## src/rtl/axi_rw_bridge.sv

```systemverilog
// Single-outstanding bridge from a line/device request port to AXI4 read and write channels.
// One transaction at a time; resp_valid pulses once per accepted request.
module axi_rw_bridge #(
  parameter int          ADDR_W = 32,
  parameter int          DATA_W = 64,
  parameter int          LINE_W = 128,
  parameter logic [3:0]  AXI_ID = 4'd0
) (
  input  logic                  clk,
  input  logic                  rst,
  input  logic                  req_valid,
  output logic                  req_ready,
  input  logic                  req_write,
  input  logic                  req_dev,
  input  logic [ADDR_W-1:0]     req_addr,
  input  logic [2:0]            req_size,
  input  logic [LINE_W-1:0]     req_wdata,
  input  logic [DATA_W/8-1:0]   req_wstrb,
  output logic                  resp_valid,
  output logic [LINE_W-1:0]     resp_rdata,
  output logic                  resp_err,
  output logic                  axi_aw_valid_o,
  input  logic                  axi_aw_ready_i,
  output logic [ADDR_W-1:0]     axi_aw_addr_o,
  output logic [3:0]            axi_aw_id_o,
  output logic [7:0]            axi_aw_len_o,
  output logic [2:0]            axi_aw_size_o,
  output logic [1:0]            axi_aw_burst_o,
  output logic                  axi_w_valid_o,
  input  logic                  axi_w_ready_i,
  output logic [DATA_W-1:0]     axi_w_data_o,
  output logic [DATA_W/8-1:0]   axi_w_strb_o,
  output logic                  axi_w_last_o,
  input  logic                  axi_b_valid_i,
  output logic                  axi_b_ready_o,
  input  logic [1:0]            axi_b_resp_i,
  input  logic [3:0]            axi_b_id_i,
  output logic                  axi_ar_valid_o,
  input  logic                  axi_ar_ready_i,
  output logic [ADDR_W-1:0]     axi_ar_addr_o,
  output logic [3:0]            axi_ar_id_o,
  output logic [7:0]            axi_ar_len_o,
  output logic [2:0]            axi_ar_size_o,
  output logic [1:0]            axi_ar_burst_o,
  input  logic                  axi_r_valid_i,
  output logic                  axi_r_ready_o,
  input  logic [1:0]            axi_r_resp_i,
  input  logic [DATA_W-1:0]     axi_r_data_i,
  input  logic                  axi_r_last_i,
  input  logic [3:0]            axi_r_id_i
);

  localparam int                BEATS      = LINE_W / DATA_W;
  localparam int                BW         = (BEATS > 1) ? $clog2(BEATS) : 1;
  localparam logic [BW-1:0]     LAST_BEAT  = BW'(BEATS - 1);
  localparam logic [7:0]        LINE_LEN   = 8'(BEATS - 1);
  localparam logic [2:0]        LINE_SIZE  = 3'($clog2(DATA_W / 8));
  localparam logic [ADDR_W-1:0] ALIGN_MASK = ~ADDR_W'(LINE_W / 8 - 1);

  typedef enum logic [2:0] {IDLE, AR, R, AW, W, B, RESP} state_t;

  state_t                state, state_nxt;
  logic                  write_q, dev_q;
  logic [ADDR_W-1:0]     addr_q, axi_addr;
  logic [2:0]            size_q;
  logic [LINE_W-1:0]     wdata_q;
  logic [DATA_W/8-1:0]   wstrb_q;
  logic [BW-1:0]         beat;
  logic                  accept;
  logic                  unused_ids;

  // Response IDs are deliberately ignored: only one transaction is ever outstanding.
  assign unused_ids = ^{axi_b_id_i, axi_r_id_i, write_q};

  assign accept   = req_valid && req_ready;
  assign axi_addr = dev_q ? addr_q : (addr_q & ALIGN_MASK);

  assign axi_ar_addr_o  = axi_addr;
  assign axi_ar_id_o    = AXI_ID;
  assign axi_ar_len_o   = dev_q ? 8'd0 : LINE_LEN;
  assign axi_ar_size_o  = dev_q ? size_q : LINE_SIZE;
  assign axi_ar_burst_o = 2'b01;
  assign axi_aw_addr_o  = axi_addr;
  assign axi_aw_id_o    = AXI_ID;
  assign axi_aw_len_o   = dev_q ? 8'd0 : LINE_LEN;
  assign axi_aw_size_o  = dev_q ? size_q : LINE_SIZE;
  assign axi_aw_burst_o = 2'b01;
  assign axi_w_data_o   = wdata_q[beat*DATA_W +: DATA_W];
  assign axi_w_strb_o   = dev_q ? wstrb_q : '1;
  assign axi_w_last_o   = dev_q || (beat == LAST_BEAT);

  always_ff @(posedge clk) begin
    if (rst) state <= IDLE;
    else     state <= state_nxt;
  end

  always_comb begin
    state_nxt      = state;
    req_ready      = 1'b0;
    resp_valid     = 1'b0;
    axi_ar_valid_o = 1'b0;
    axi_aw_valid_o = 1'b0;
    axi_w_valid_o  = 1'b0;
    axi_r_ready_o  = 1'b0;
    axi_b_ready_o  = 1'b0;
    case (state)
      IDLE: begin
        req_ready = 1'b1;
        if (req_valid) state_nxt = req_write ? AW : AR;
      end
      AR: begin
        axi_ar_valid_o = 1'b1;
        if (axi_ar_ready_i) state_nxt = R;
      end
      R: begin
        axi_r_ready_o = 1'b1;
        if (axi_r_valid_i && axi_r_last_i) state_nxt = RESP;
      end
      AW: begin
        axi_aw_valid_o = 1'b1;
        if (axi_aw_ready_i) state_nxt = W;
      end
      W: begin
        axi_w_valid_o = 1'b1;
        if (axi_w_ready_i && axi_w_last_o) state_nxt = B;
      end
      B: begin
        axi_b_ready_o = 1'b1;
        if (axi_b_valid_i) state_nxt = RESP;
      end
      RESP: begin
        resp_valid = 1'b1;
        state_nxt  = IDLE;
      end
      default: state_nxt = IDLE;
    endcase
  end

  always_ff @(posedge clk) begin
    if (rst) begin
      write_q    <= 1'b0;
      dev_q      <= 1'b0;
      addr_q     <= '0;
      size_q     <= '0;
      wdata_q    <= '0;
      wstrb_q    <= '0;
      beat       <= '0;
      resp_rdata <= '0;
      resp_err   <= 1'b0;
    end else begin
      if (accept) begin
        write_q    <= req_write;
        dev_q      <= req_dev;
        addr_q     <= req_addr;
        size_q     <= req_size;
        wdata_q    <= req_wdata;
        wstrb_q    <= req_wstrb;
        beat       <= '0;
        resp_rdata <= '0;
        resp_err   <= 1'b0;
      end
      if (state == R && axi_r_valid_i) begin
        if (dev_q) resp_rdata <= LINE_W'(axi_r_data_i);
        else       resp_rdata[beat*DATA_W +: DATA_W] <= axi_r_data_i;
        if (axi_r_resp_i != 2'b00) resp_err <= 1'b1;
        // A short burst leaves part of the line unfilled, so it is reported as an error.
        if (axi_r_last_i && !dev_q && beat != LAST_BEAT) resp_err <= 1'b1;
        if (beat != LAST_BEAT) beat <= beat + 1'b1;
      end
      if (state == W && axi_w_ready_i) begin
        if (axi_w_last_o)            beat <= '0;
        else if (beat != LAST_BEAT)  beat <= beat + 1'b1;
      end
      if (state == B && axi_b_valid_i && axi_b_resp_i != 2'b00) resp_err <= 1'b1;
    end
  end

endmodule
```

## config.mk

```make
export PLATFORM = sky130hd
export DESIGN_NAME = axi_rw_bridge
export DESIGN_NICKNAME = d
export VERILOG_FILES = /design/src/rtl/axi_rw_bridge.sv
export SDC_FILE = /design/constraint.sdc
export NUM_CORES = 1
export LEC_CHECK = 0
export ABC_AREA = 1
export CELL_PAD_IN_SITES_DETAIL_PLACEMENT = 0
export CELL_PAD_IN_SITES_GLOBAL_PLACEMENT = 1
export CORE_MARGIN = 8
export CORE_UTILIZATION = 27
export CTS_BUF_LIST = sky130_fd_sc_hd__clkbuf_4
export CTS_CLUSTER_SIZE = 25
export DETAILED_ROUTE_END_ITERATION = 6
export HOLD_SLACK_MARGIN = 0.12
export PLACE_DENSITY_LB_ADDON = 0.1
export SLEW_MARGIN = 10
export SYNTH_ARGS = -nofsm -noshare
export SYNTH_HDL_FRONTEND = slang
export SYNTH_SLANG_ARGS = --single-unit
```

## constraint.sdc

```tcl
create_clock -name clk -period 1.71 [get_ports clk]
set_clock_uncertainty 0.2 [all_clocks]
set_input_delay 0.171 -clock clk [delete_from_list [all_inputs] [get_ports clk]]
set_output_delay 0.171 -clock clk [all_outputs]
set_load 0.01 [all_outputs]
```

==> results of run 1 <==
## cell usage after synthesis
cell type	number
sky130_fd_sc_hd__a21oi_4	1
sky130_fd_sc_hd__buf_4	103
sky130_fd_sc_hd__nor2_4	3
sky130_fd_sc_hd__o21ai_1	33
sky130_fd_sc_hd__buf_6	16
sky130_fd_sc_hd__nand2_2	1
sky130_fd_sc_hd__nor3_1	1
sky130_fd_sc_hd__nor2_8	1
sky130_fd_sc_hd__nand2_1	291
sky130_fd_sc_hd__nand3_2	1
sky130_fd_sc_hd__o21ai_0	270
sky130_fd_sc_hd__clkbuf_2	5
sky130_fd_sc_hd__dfxtp_1	305
sky130_fd_sc_hd__clkbuf_1	60
sky130_fd_sc_hd__conb_1	2
sky130_fd_sc_hd__nand3_1	6
sky130_fd_sc_hd__buf_2	24
sky130_fd_sc_hd__inv_2	3
sky130_fd_sc_hd__buf_1	2
sky130_fd_sc_hd__nor2_2	2
sky130_fd_sc_hd__o211ai_1	2
sky130_fd_sc_hd__nor2_1	208
sky130_fd_sc_hd__inv_1	94
sky130_fd_sc_hd__a31oi_1	2
sky130_fd_sc_hd__ha_1	1
sky130_fd_sc_hd__a21oi_1	204
## routing by layer
layer / wire length (um) / global-route usage (%) / vias to the layer above
met5: 27 / 0 / -
li1: - / - / 7075
met1: 25500 / 24.4 / 6771
met2: 31000 / 35.7 / 440
met4: 1650 / 7.42 / 4
met3: 4660 / 8.18 / 113
## what timing repair did
action | 4_1_cts | 5_1_grt
hold buffers | 250 | 0
setup buffers | 49 | 33
endpoints found under the hold margin | 305 | 0
endpoints found under the setup margin | 521 | 575
pin swaps | 58 | 63
resized for setup | 1878 | 401
cloned | 21 | 33
## critical path: stages (launching register included)
cell and delay, ns:
sky130_fd_sc_hd__dfxtp_4 0.47, sky130_fd_sc_hd__buf_12 0.19, sky130_fd_sc_hd__clkbuf_16 0.16, sky130_fd_sc_hd__nand2_4 0.04
sky130_fd_sc_hd__o21ai_1 0.07, sky130_fd_sc_hd__buf_2 0.18
## logic make-up after synthesis
| kind of cell | Yosys count | share of synthesized area, % |
|---|---|---|
| flip-flops | 305 | 49.3 |
| AND/OR/NAND/NOR | 514 | 16.1 |
| adder cells (fa/ha/maj) | 1 | 0.101 |
| AO/OA/AOI/OAI | 512 | 20.8 |
| buffers and inverters | 307 | 13.7 |
| other | 2 | 0.0606 |
## cells in the final DEF (no fill, tap or decap), types with 8 or more instances in the layout
master	instances
sky130_fd_sc_hd__buf_6	282
sky130_fd_sc_hd__dlygate4sd3_1	250
sky130_fd_sc_hd__clkdlybuf4s50_1	248
sky130_fd_sc_hd__nand2_1	231
sky130_fd_sc_hd__a21oi_1	186
sky130_fd_sc_hd__dfxtp_2	157
sky130_fd_sc_hd__o21ai_0	152
sky130_fd_sc_hd__dfxtp_1	143
sky130_fd_sc_hd__nor2_1	136
sky130_fd_sc_hd__clkbuf_4	129
sky130_fd_sc_hd__inv_1	81
sky130_fd_sc_hd__o21ai_2	77
sky130_fd_sc_hd__o21ai_1	63
sky130_fd_sc_hd__nor2_4	58
sky130_fd_sc_hd__buf_4	53
sky130_fd_sc_hd__buf_2	48
sky130_fd_sc_hd__buf_12	46
sky130_fd_sc_hd__nand2_4	32
sky130_fd_sc_hd__conb_1	26
sky130_fd_sc_hd__nand2_2	25
sky130_fd_sc_hd__clkbuf_16	23
sky130_fd_sc_hd__buf_16	20
sky130_fd_sc_hd__nor2_2	19
sky130_fd_sc_hd__a21oi_2	18
sky130_fd_sc_hd__clkinv_1	13
sky130_fd_sc_hd__diode_2	11
sky130_fd_sc_hd__o21ai_4	11
sky130_fd_sc_hd__buf_8	10
sky130_fd_sc_hd__inv_4	8
## through the flow
step                      hold WS [ns]  instance area, sq um  setup WS, ns  util (%)
final                            0.248                 25700        -0.584      56.6
after global routing             0.206                 25700        -0.710      56.6
after CTS                        0.179                 23700        -0.703      52.2
after detailed placement         0.238                 18200        -0.278      40.1
after global placement           0.232                 18200        -0.283      40.1
after floorplan                  0.106                 12500        0.0896         -
## layout make-up
class                   count  share of cell area, %
clock buffers             129                   3.77
flip-flops and latches    305                   24.6
diodes                     11                  0.107
clock inverters            18                  0.584
well taps                 600                   2.92
multi-input cells        1054                   23.5
repair inverters            2                  0.151
inverters                  97                   1.58
repair buffers            980                   42.8
## state kept, by name, summed over array words and instances (netlist names)
name and flops:
resp_rdata 128, wdata_q 128, addr_q 32, wstrb_q 8
size_q 3, state 3, beat 1, dev_q 1
resp_err 1
## report_power, final
group / switching (W) / internal (W) / leakage [nW]
clock: 0.00330 / 0.00386 / 0.661
sequential: 0.00108 / 0.00883 / 2.57
combinational: 0.00795 / 0.00870 / 7.47
## how the worst max path moves through the flow
stage                                           end             startpoint  slack, ns  cells after the start
after detailed placement           axi_w_data_o[63]        beat$_SDFF_PP0_      -0.28                      3
after global placement             axi_w_data_o[63]        beat$_SDFF_PP0_      -0.28                      3
final                               axi_w_data_o[9]        beat$_SDFF_PP0_      -0.58                      5
after floorplan           resp_rdata[53]$_SDFF_PP0_  state[1]$_SDFFE_PP0P_       0.09                      7
after global routing               axi_w_data_o[52]        beat$_SDFF_PP0_      -0.71                      5
after CTS                          axi_w_data_o[10]        beat$_SDFF_PP0_      -0.70                      5
==> results.tsv, run 1 <==
stage	metric	value	unit
pwr	total leakage power	10.7	nW
synthesis	syn_area_per_cell	7.55	sq um
clock_network	CTS tree	done	
route	via count of the routed design	14400	
finish	sequential standard cell area	0.00632	sq mm
grt	pin count of the biggest net entering global routing	68	
grt	first-pass GRT wire length	88500	um
finish	area overhead of the layout relative to synthesis	107	%
pwr	overall power consumption	0.0337	W
floorplanning	die boundary width	230	um
grt	global-route congestion overflow total	0	
worst_setup_path	FF-to-FF setup slack	-0.24	ns
worst_hold_path	count of cells along the worst hold path	2	
floorplanning	die footprint	0.0530	sq mm
synthesis	Mapped Cells	1641	
placed_design	quantity of I/O buffers inserted on ports	530	
clock_network	Root Driver	sky130_fd_sc_hd__clkbuf_4	
worst_setup_path	arrival time worst endpoint	1.92	ns
clock_network	Skew-Pair Late Insertion Delay	0.82	ns
worst_hold_path	path type of the worst min-delay path	reg -> reg	
grt	number of antenna violations at the first check in global routing	8	
status	violations in the final reports	setup timing	
worst_setup_path	worst r2r src	state[0]$_SDFFE_PP0P_	
placed_design	Placer Congestion	0.802	
clock_network	clock sink count	305	
placed_design	number of cells in the design after placement	2669	
route	total routed wirelength	62800	um
pwr	P per Cell Area	1310	mW/mm^2
worst_setup_path	peak fanout along the critical path	7	
worst_setup_path	worst flop-to-flop path endpoint	resp_rdata[125]$_SDFF_PP0_	
worst_setup_path	worst setup path category	reg -> out	
finish	count of non-filler cells in the finished layout	3196	
synthesis	top cells by area, synth	sky130_fd_sc_hd__dfxtp_1 (49%), sky130_fd_sc_hd__o21ai_0 (11%), sky130_fd_sc_hd__nand2_1 (8.8%)	
route	Avg WL per Cell	19.6	um
grt	aggregate global-route resource usage	21.2	%
synthesis	post-synthesis register bit count	305	
sta	Sum Neg Setup Slack	-90.55	ns
sta	RSZ-0062 raised after global routing	yes	
clock_network	number of buffers created by CTS	89	
placed_design	Post-DP HPWL	39300	um
clock_network	Bufs on Longest Clock Path	3	
sta	min Tclk post-route	2.29	ns
status	result of the run	finished with violations	
sta	worst path setup slack after routing	-0.584	ns
worst_setup_path	Worst EP required	1.34	ns
synthesis	area share of the leading cell type in the synthesized netlist	49.3	%
synthesis	Netlist Area Pre-Place	0.0124	sq mm
floorplanning	number of placed I/O pins	565	
worst_hold_path	min-delay src	wdata_q[41]$_SDFFE_PP0P_	
finish	final-layout fill cell count	4149	
sta	timing-limited maximum frequency	436	MHz
synthesis	register area share after synthesis	49.3	%
floorplanning	Site Rows	78	
finish	share of post-route cells with drive strength above 1	40.5	%
synthesis	warning count from the yosys run	0	
route	detail-routed via count per cell	4.51	
synthesis	count of distinct cell types in the synthesized netlist	26	
run	MaxCap Viol Count	0	
sta	final hold viol count	0	
clock_network	CTS clock-pin slew for the worst setup and hold paths	0.06	ns
floorplanning	Initial Util	27.3	%
grt	number of global-route vias before repair	14800	
route	number of antenna-violating nets in the routed design	0	
floorplanning	die height	230	um
route	Remaining DRCs	0	
sta	Final Slew Violations	0	
clock_network	count of H-tree levels built during CTS	3	
sta	number of endpoints failing setup at the final stage	396	
worst_setup_path	R2R depth	10	
worst_hold_path	endpoint of the worst hold-timing path	wdata_q[41]$_SDFFE_PP0P_	
finish	multi-input gate area in the final layout	0.00603	sq mm
sta	Tcrit/Tclk final	134	%
floorplanning	core outline area	0.0454	sq mm
pwr	largest vdd supply drop	561	uV
route	detailed router's first-iteration violation count	648	
worst_setup_path	startpoint type of the worst setup path	register	
finish	Nets	2788	
worst_setup_path	type of element capturing the critical path	output pin	
route	first drt pass iteration count	5	
synthesis	cell type with the largest total area after synthesis	sky130_fd_sc_hd__dfxtp_1	
No activity file was read; power rests on OpenSTA's default activity.
==> run 2, diff against run 1 <==
Settings changed: CORE_UTILIZATION 27 to 25.
==> run 2 against run 1 <==
The run still ends with setup timing left. Cell area fell by 5.0%. Routed wire length fell by 2.1%. Global-route usage fell by 1.6 points. Maximum frequency fell by 1.9%. Sequential share of layout area rose by 1.4 points. Flip-flop and latch count did not move. Register-to-register slack got worse by 0.16 ns. Clock power rose by 2.9%. Total power fell by 6.4%. Count of clock-buffer cells in the layout rose by 11. Critical path type unchanged. Largest power group unchanged. Highest routed layer unchanged.
==> results.tsv, run 2 (same netlist as run 1, synthesis figures left out) <==
stage	metric	value	unit
status	result of the run	finished with violations	
status	violations in the final reports	setup timing	
sta	RSZ-0062 raised after global routing	yes	
floorplanning	Site Rows	81	
finish	commonest non-fill, non-tap cell in the layout	sky130_fd_sc_hd__buf_6	
sta	Tcrit/Tclk final	137	%
floorplanning	Initial Util	25.3	%
finish	area overhead of the layout relative to synthesis	96.9	%
sta	Final Slew Violations	0	
clock_network	Root Driver	sky130_fd_sc_hd__clkbuf_4	
grt	aggregate global-route resource usage	19.6	%
route	number of antenna-violating nets in the routed design	0	
clock_network	number of buffers created by CTS	94	
worst_setup_path	worst setup path category	reg -> out	
worst_setup_path	arrival time worst endpoint	1.97	ns
run	MaxCap Viol Count	0	
clock_network	Bufs on Longest Clock Path	3	
placed_design	quantity of I/O buffers inserted on ports	530	
worst_hold_path	min-delay src	wdata_q[43]$_SDFFE_PP0P_	
route	Remaining DRCs	0	
worst_setup_path	stage delay of the slowest cell on the critical path	0.38	ns
finish	Nets	2768	
grt	number of global-route vias before repair	14500	
placed_design	number of cells in the design after placement	2722	
finish	largest registers in the final layout	resp_rdata x128, wdata_q x128, addr_q x32	
clock_network	count of H-tree levels built during CTS	3	
worst_setup_path	delay-heaviest family, CP	buffers and inverters	
sta	number of endpoints failing setup at the final stage	402	
sta	final hold viol count	0	
worst_hold_path	endpoint of the worst hold-timing path	wdata_q[43]$_SDFFE_PP0P_	
floorplanning	die height	239	um
clock_network	Skew-Pair Late Insertion Delay	0.80	ns
pwr	P per Cell Area	1290	mW/mm^2
worst_setup_path	type of element capturing the critical path	output pin	
worst_hold_path	count of cells along the worst hold path	2	
worst_hold_path	path type of the worst min-delay path	reg -> reg	
worst_setup_path	Worst EP required	1.34	ns
route	Avg WL per Cell	18.9	um
worst_setup_path	worst flop-to-flop path endpoint	resp_rdata[71]$_SDFF_PP0_	
clock_network	CTS tree	done	
worst_setup_path	FF-to-FF setup slack	-0.40	ns
route	detail-routed via count per cell	4.37	
worst_setup_path	worst r2r src	beat$_SDFF_PP0_	
placed_design	Placer Congestion	0.782	
grt	global-route congestion overflow total	0	
grt	number of antenna violations at the first check in global routing	12	
worst_setup_path	startpoint type of the worst setup path	register	
sta	worst path setup slack after routing	-0.628	ns
route	via count of the routed design	14200	
worst_setup_path	Slowest-stage cell, CP	sky130_fd_sc_hd__dfxtp_4	
worst_setup_path	peak fanout along the critical path	6	
floorplanning	die boundary width	239	um
placed_design	Post-DP HPWL	40300	um
grt	pin count of the biggest net entering global routing	104	
sta	timing-limited maximum frequency	428	MHz
pwr	total leakage power	10.3	nW
worst_setup_path	cell seen most often among critical-path stages	sky130_fd_sc_hd__buf_6	
worst_setup_path	total buffers and inverters traversed by the critical path	5	
clock_network	CTS clock-pin slew for the worst setup and hold paths	0.06	ns
clock_network	clock sink count	305	
pwr	overall power consumption	0.0316	W
route	first drt pass iteration count	5	
finish	share of post-route cells with drive strength above 1	35.4	%
floorplanning	die footprint	0.0570	sq mm
floorplanning	number of placed I/O pins	565	
sta	min Tclk post-route	2.34	ns
route	detailed router's first-iteration violation count	590	
worst_setup_path	Critical path origin	beat$_SDFF_PP0_	
route	total routed wirelength	61500	um
finish	Post-Route Utilization	49.9	%
finish	count of non-filler cells in the finished layout	3249	
grt	first-pass GRT wire length	87200	um
worst_setup_path	R2R depth	11	
floorplanning	core outline area	0.0490	sq mm
finish	commonest non-fill, non-tap cells in the layout	sky130_fd_sc_hd__buf_6 (296), sky130_fd_sc_hd__dlygate4sd3_1 (250), sky130_fd_sc_hd__clkdlybuf4s50_1 (248), sky130_fd_sc_hd__nand2_1 (245), sky130_fd_sc_hd__nor2_1 (206)	
worst_setup_path	cell-by-cell listing of the critical path	buf_6, buf_6, buf_12, buf_8, o21ai_4, buf_6	
placed_design	worst setup slack before clock tree synthesis	-0.264	ns
pwr	largest vdd supply drop	577	uV
run 2: changes by cell type in the layout (fill, tap and decap cells not counted), moves of 11 or more:
cell,before,now
sky130_fd_sc_hd__o21ai_2,77,28
sky130_fd_sc_hd__nor2_1,136,206
sky130_fd_sc_hd__nor2_4,58,7
sky130_fd_sc_hd__nor2_2,19,0
sky130_fd_sc_hd__buf_2,48,34
sky130_fd_sc_hd__o21ai_0,152,193
sky130_fd_sc_hd__dfxtp_2,157,146
sky130_fd_sc_hd__nand2_1,231,245
sky130_fd_sc_hd__buf_16,20,6
sky130_fd_sc_hd__buf_6,282,296
sky130_fd_sc_hd__clkbuf_4,129,140
sky130_fd_sc_hd__buf_12,46,26
sky130_fd_sc_hd__buf_4,53,76
run 2: report_power, final:
group	switching [W]	internal, W	leakage, nW
Combinational	0.00706	0.00733	7.05
Sequential	0.000962	0.00885	2.57
Clock	0.00336	0.00400	0.710
run 2: how the worst max path moves through the flow:
stage,end,slack [ns],cells past startpoint
2_1_floorplan,resp_rdata[53]$_SDFF_PP0_,0.09,7
3_3_place_gp,axi_w_data_o[23],-0.22,3
3_5_place_dp,resp_rdata[83]$_SDFF_PP0_,-0.26,8
4_1_cts,axi_w_data_o[2],-0.87,8
5_1_grt,axi_w_data_o[1],-0.79,6
6_report,axi_w_data_o[1],-0.63,6
run 2: worst register-to-register path: stages, from the launching register on:
cell and delay (ns):
sky130_fd_sc_hd__dfxtp_4 0.38, sky130_fd_sc_hd__buf_6 0.12, sky130_fd_sc_hd__buf_4 0.16, sky130_fd_sc_hd__buf_16 0.15, sky130_fd_sc_hd__nor2_4 0.09, sky130_fd_sc_hd__inv_2 0.05, sky130_fd_sc_hd__buf_4 0.14, sky130_fd_sc_hd__a21oi_4 0.14
sky130_fd_sc_hd__buf_12 0.19, sky130_fd_sc_hd__clkbuf_16 0.23, sky130_fd_sc_hd__nand2_1 0.07, sky130_fd_sc_hd__a21oi_1 0.11
run 2: layer usage:
metal	track usage [%]	vias up	wire (um)
li1	-	7008	-
met5	0	-	39
met4	5.97	6	1480
met2	32.9	428	29800
met3	8.25	99	5460
met1	22.6	6648	24700
run 2: metrics by stage:
step	hold slack (ns)	setup TNS, ns	area (sq um)
after detailed placement	0.239	-38.27	18100
after CTS	0.196	-195.15	22800
after global routing	0.209	-179.77	24400
final	0.253	-128.02	24400
after global placement	0.233	-30.59	18100
after floorplan	0.106	0	12500
run 2: what timing repair did:
item	in CTS	in global routing
gates cloned	8	16
endpoints found under the hold margin	305	0
gates resized for setup	802	1056
buffers inserted	49	41
pin swaps	31	38
hold buffers	250	0
endpoints found under the setup margin	510	586
run 2: cell type report:
class,count,area [sq um]
inverter,97,404
timing repair buffer,958,10200
clock inverter,23,148
clock buffer,140,1050
fill,4803,24500
tap,664,831
sequential,305,6340
multi-input combinational,1053,5410
antenna,9,22.5
==> run 3, diff against run 2 <==
Settings changed: SETUP_SLACK_MARGIN from default to 0.2.
==> run 3 against run 2 <==
The flow still finishes with violations (setup timing). Utilization increased by 7.1 points. First-iteration DRC count increased by 5.4%. Die area unchanged. Critical path type unchanged.
==> results.tsv, run 3 (same netlist as run 1, synthesis figures left out) <==
stage	metric	value	unit
pwr	proportion of total power due to net switching	37.5	%
clock_network	count of H-tree levels built during CTS	3	
finish	Nets	2830	
worst_setup_path	FF-to-FF setup slack	-0.37	ns
worst_setup_path	peak fanout along the critical path	7	
pwr	clock share of power	19.1	%
clock_network	CTS clock-pin slew for the worst setup and hold paths	0.07	ns
placed_design	Post-DP HPWL	40400	um
finish	sequential standard cell area	0.00633	sq mm
pwr	net switching component of the power	0.0139	W
route	Remaining DRCs	0	
floorplanning	Initial Util	25.3	%
floorplanning	die footprint	0.0570	sq mm
pwr	total leakage power	11.7	nW
grt	pin count of the biggest net entering global routing	68	
route	total length of routed met3 wires	5240	um
status	violations in the final reports	setup timing	
finish	final-layout fill cell count	4340	
floorplanning	die height	239	um
finish	area overhead of the layout relative to synthesis	125	%
finish	multi-input gate area in the final layout	0.00692	sq mm
worst_setup_path	worst setup path category	reg -> out	
sta	Sum Neg Setup Slack	-116.12	ns
worst_hold_path	path type of the worst min-delay path	in -> reg	
route	M1 wire length	28000	um
grt	number of antenna violations at the first check in global routing	5	
finish	share of post-route cells with drive strength above 1	48.6	%
sta	Tcrit/Tclk final	135	%
worst_setup_path	Worst EP required	1.34	ns
route	highest metal layer with signal wires	met5	
floorplanning	Site Rows	81	
status	result of the run	finished with violations	
pwr	largest vdd supply drop	528	uV
route	total routed wirelength	70700	um
route	via count of the routed design	15000	
placed_design	Placer Congestion	0.794	
sta	Final Slew Violations	0	
floorplanning	core outline area	0.0490	sq mm
pwr	overall power consumption	0.0369	W
route	wire length on met2	35700	um
sta	final hold viol count	0	
clock_network	Bufs on Longest Clock Path	3	
placed_design	worst setup slack before clock tree synthesis	-0.168	ns
worst_setup_path	startpoint type of the worst setup path	register	
clock_network	CTS tree	done	
pwr	Internal Dissipation	0.0231	W
finish	commonest non-fill, non-tap cells in the layout	sky130_fd_sc_hd__buf_6 (286), sky130_fd_sc_hd__dlygate4sd3_1 (249), sky130_fd_sc_hd__clkdlybuf4s50_1 (248), sky130_fd_sc_hd__nor2_1 (174), sky130_fd_sc_hd__nand2_1 (172)	
run	MaxCap Viol Count	0	
sta	RSZ-0062 raised after global routing	yes	
worst_setup_path	arrival time worst endpoint	1.93	ns
placed_design	quantity of I/O buffers inserted on ports	530	
sta	min Tclk post-route	2.31	ns
sta	worst hold margin	0.223	ns
clock_network	Skew-Pair Late Insertion Delay	0.83	ns
route	number of antenna-violating nets in the routed design	0	
clock_network	number of buffers created by CTS	89	
pwr	sequential share of power	27.2	%
route	detailed router's first-iteration violation count	622	
route	detail-routed via count per cell	4.52	
pwr	relative contribution of combinational cells to total power	53.6	%
clock_network	clock sink count	305	
floorplanning	die boundary width	239	um
sta	timing-limited maximum frequency	434	MHz
grt	number of global-route vias before repair	15000	
grt	first-pass GRT wire length	94200	um
grt	aggregate global-route resource usage	21.5	%
finish	largest registers in the final layout	resp_rdata x128, wdata_q x128, addr_q x32	
sta	transition time at the pin with the least slew margin	0.509	ns
sta	worst path setup slack after routing	-0.595	ns
sta	remaining max-slew budget at the tightest pin	66.1	%
route	first drt pass iteration count	4	
finish	commonest non-fill, non-tap cell in the layout	sky130_fd_sc_hd__buf_6	
floorplanning	number of placed I/O pins	565	
route	Avg WL per Cell	21.4	um
sta	number of endpoints failing setup at the final stage	404	
worst_setup_path	type of element capturing the critical path	output pin	
pwr	P per Cell Area	1320	mW/mm^2
grt	global-route congestion overflow total	0	
clock_network	Root Driver	sky130_fd_sc_hd__clkbuf_4	
[run 3: layer usage]
| metal | vias up | track usage [%] |
|---|---|---|
| met3 | 107 | 8.21 |
| met1 | 7195 | 24.8 |
| met2 | 494 | 36.9 |
| met4 | 4 | 6.10 |
| met5 | - | 0 |
| li1 | 7164 | - |
[run 3: path summary, 6_finish.rpt]
| check | startpoint | to | cells past startpoint |
|---|---|---|---|
| max | beat$_SDFF_PP0_ | axi_w_data_o[7] | 6 |
| min | rst | resp_rdata[36]$_SDFF_PP0_ | 5 |
| max reg2reg | state[1]$_SDFFE_PP0P_ | resp_rdata[87]$_SDFF_PP0_ | 11 |
| min reg2reg | wdata_q[42]$_SDFFE_PP0P_ | wdata_q[42]$_SDFFE_PP0P_ | 2 |
[run 3: final cells by class]
type	count	share of cell area, %
antenna	5	0.0448
clock buffer	139	3.74
clock inverter	21	0.287
inverter	97	1.49
multi-input combinational	1056	24.8
sequential	305	22.7
tap	664	2.98
timing repair buffer	1021	43.9
timing repair inverter	1	0.108
[run 3: critical path, stage by stage (launching register included)]
cell and delay, ns:
sky130_fd_sc_hd__dfxtp_4 0.39, sky130_fd_sc_hd__buf_12 0.15, sky130_fd_sc_hd__buf_12 0.13, sky130_fd_sc_hd__buf_16 0.15
sky130_fd_sc_hd__nand2_2 0.05, sky130_fd_sc_hd__o21ai_1 0.06, sky130_fd_sc_hd__buf_2 0.16
[run 3: what timing repair did]
action	4_1_cts	5_1_grt
hold endpoints to repair	305	0
cloned	38	50
setup buffers	43	32
resized for setup	1965	626
pin swaps	60	128
endpoints found under the setup margin	586	586
hold buffers	249	0
[run 3: power by group through the flow]
stage	Clock, W	Combinational [W]	Sequential (W)
floorplan	0	0.00546	0.00955
global placement	0	0.0107	0.00959
detailed placement	0	0.0107	0.00962
CTS	0.00731	0.0155	0.00981
global route	0.00770	0.0209	0.0102
finish	0.00707	0.0198	0.0101
[run 3: stage by stage]
| step | std cells | utilization [%] | area (sq um) |
|---|---|---|---|
| 2_1_floorplan | 1665 | - | 12600 |
| 3_3_place_gp | 2733 | 37.4 | 18300 |
| 3_5_place_dp | 2733 | 37.4 | 18300 |
| 4_1_cts | 3223 | 50.0 | 24500 |
| 5_1_grt | 3307 | 57.0 | 27900 |
| 6_report | 3309 | 57.0 | 27900 |
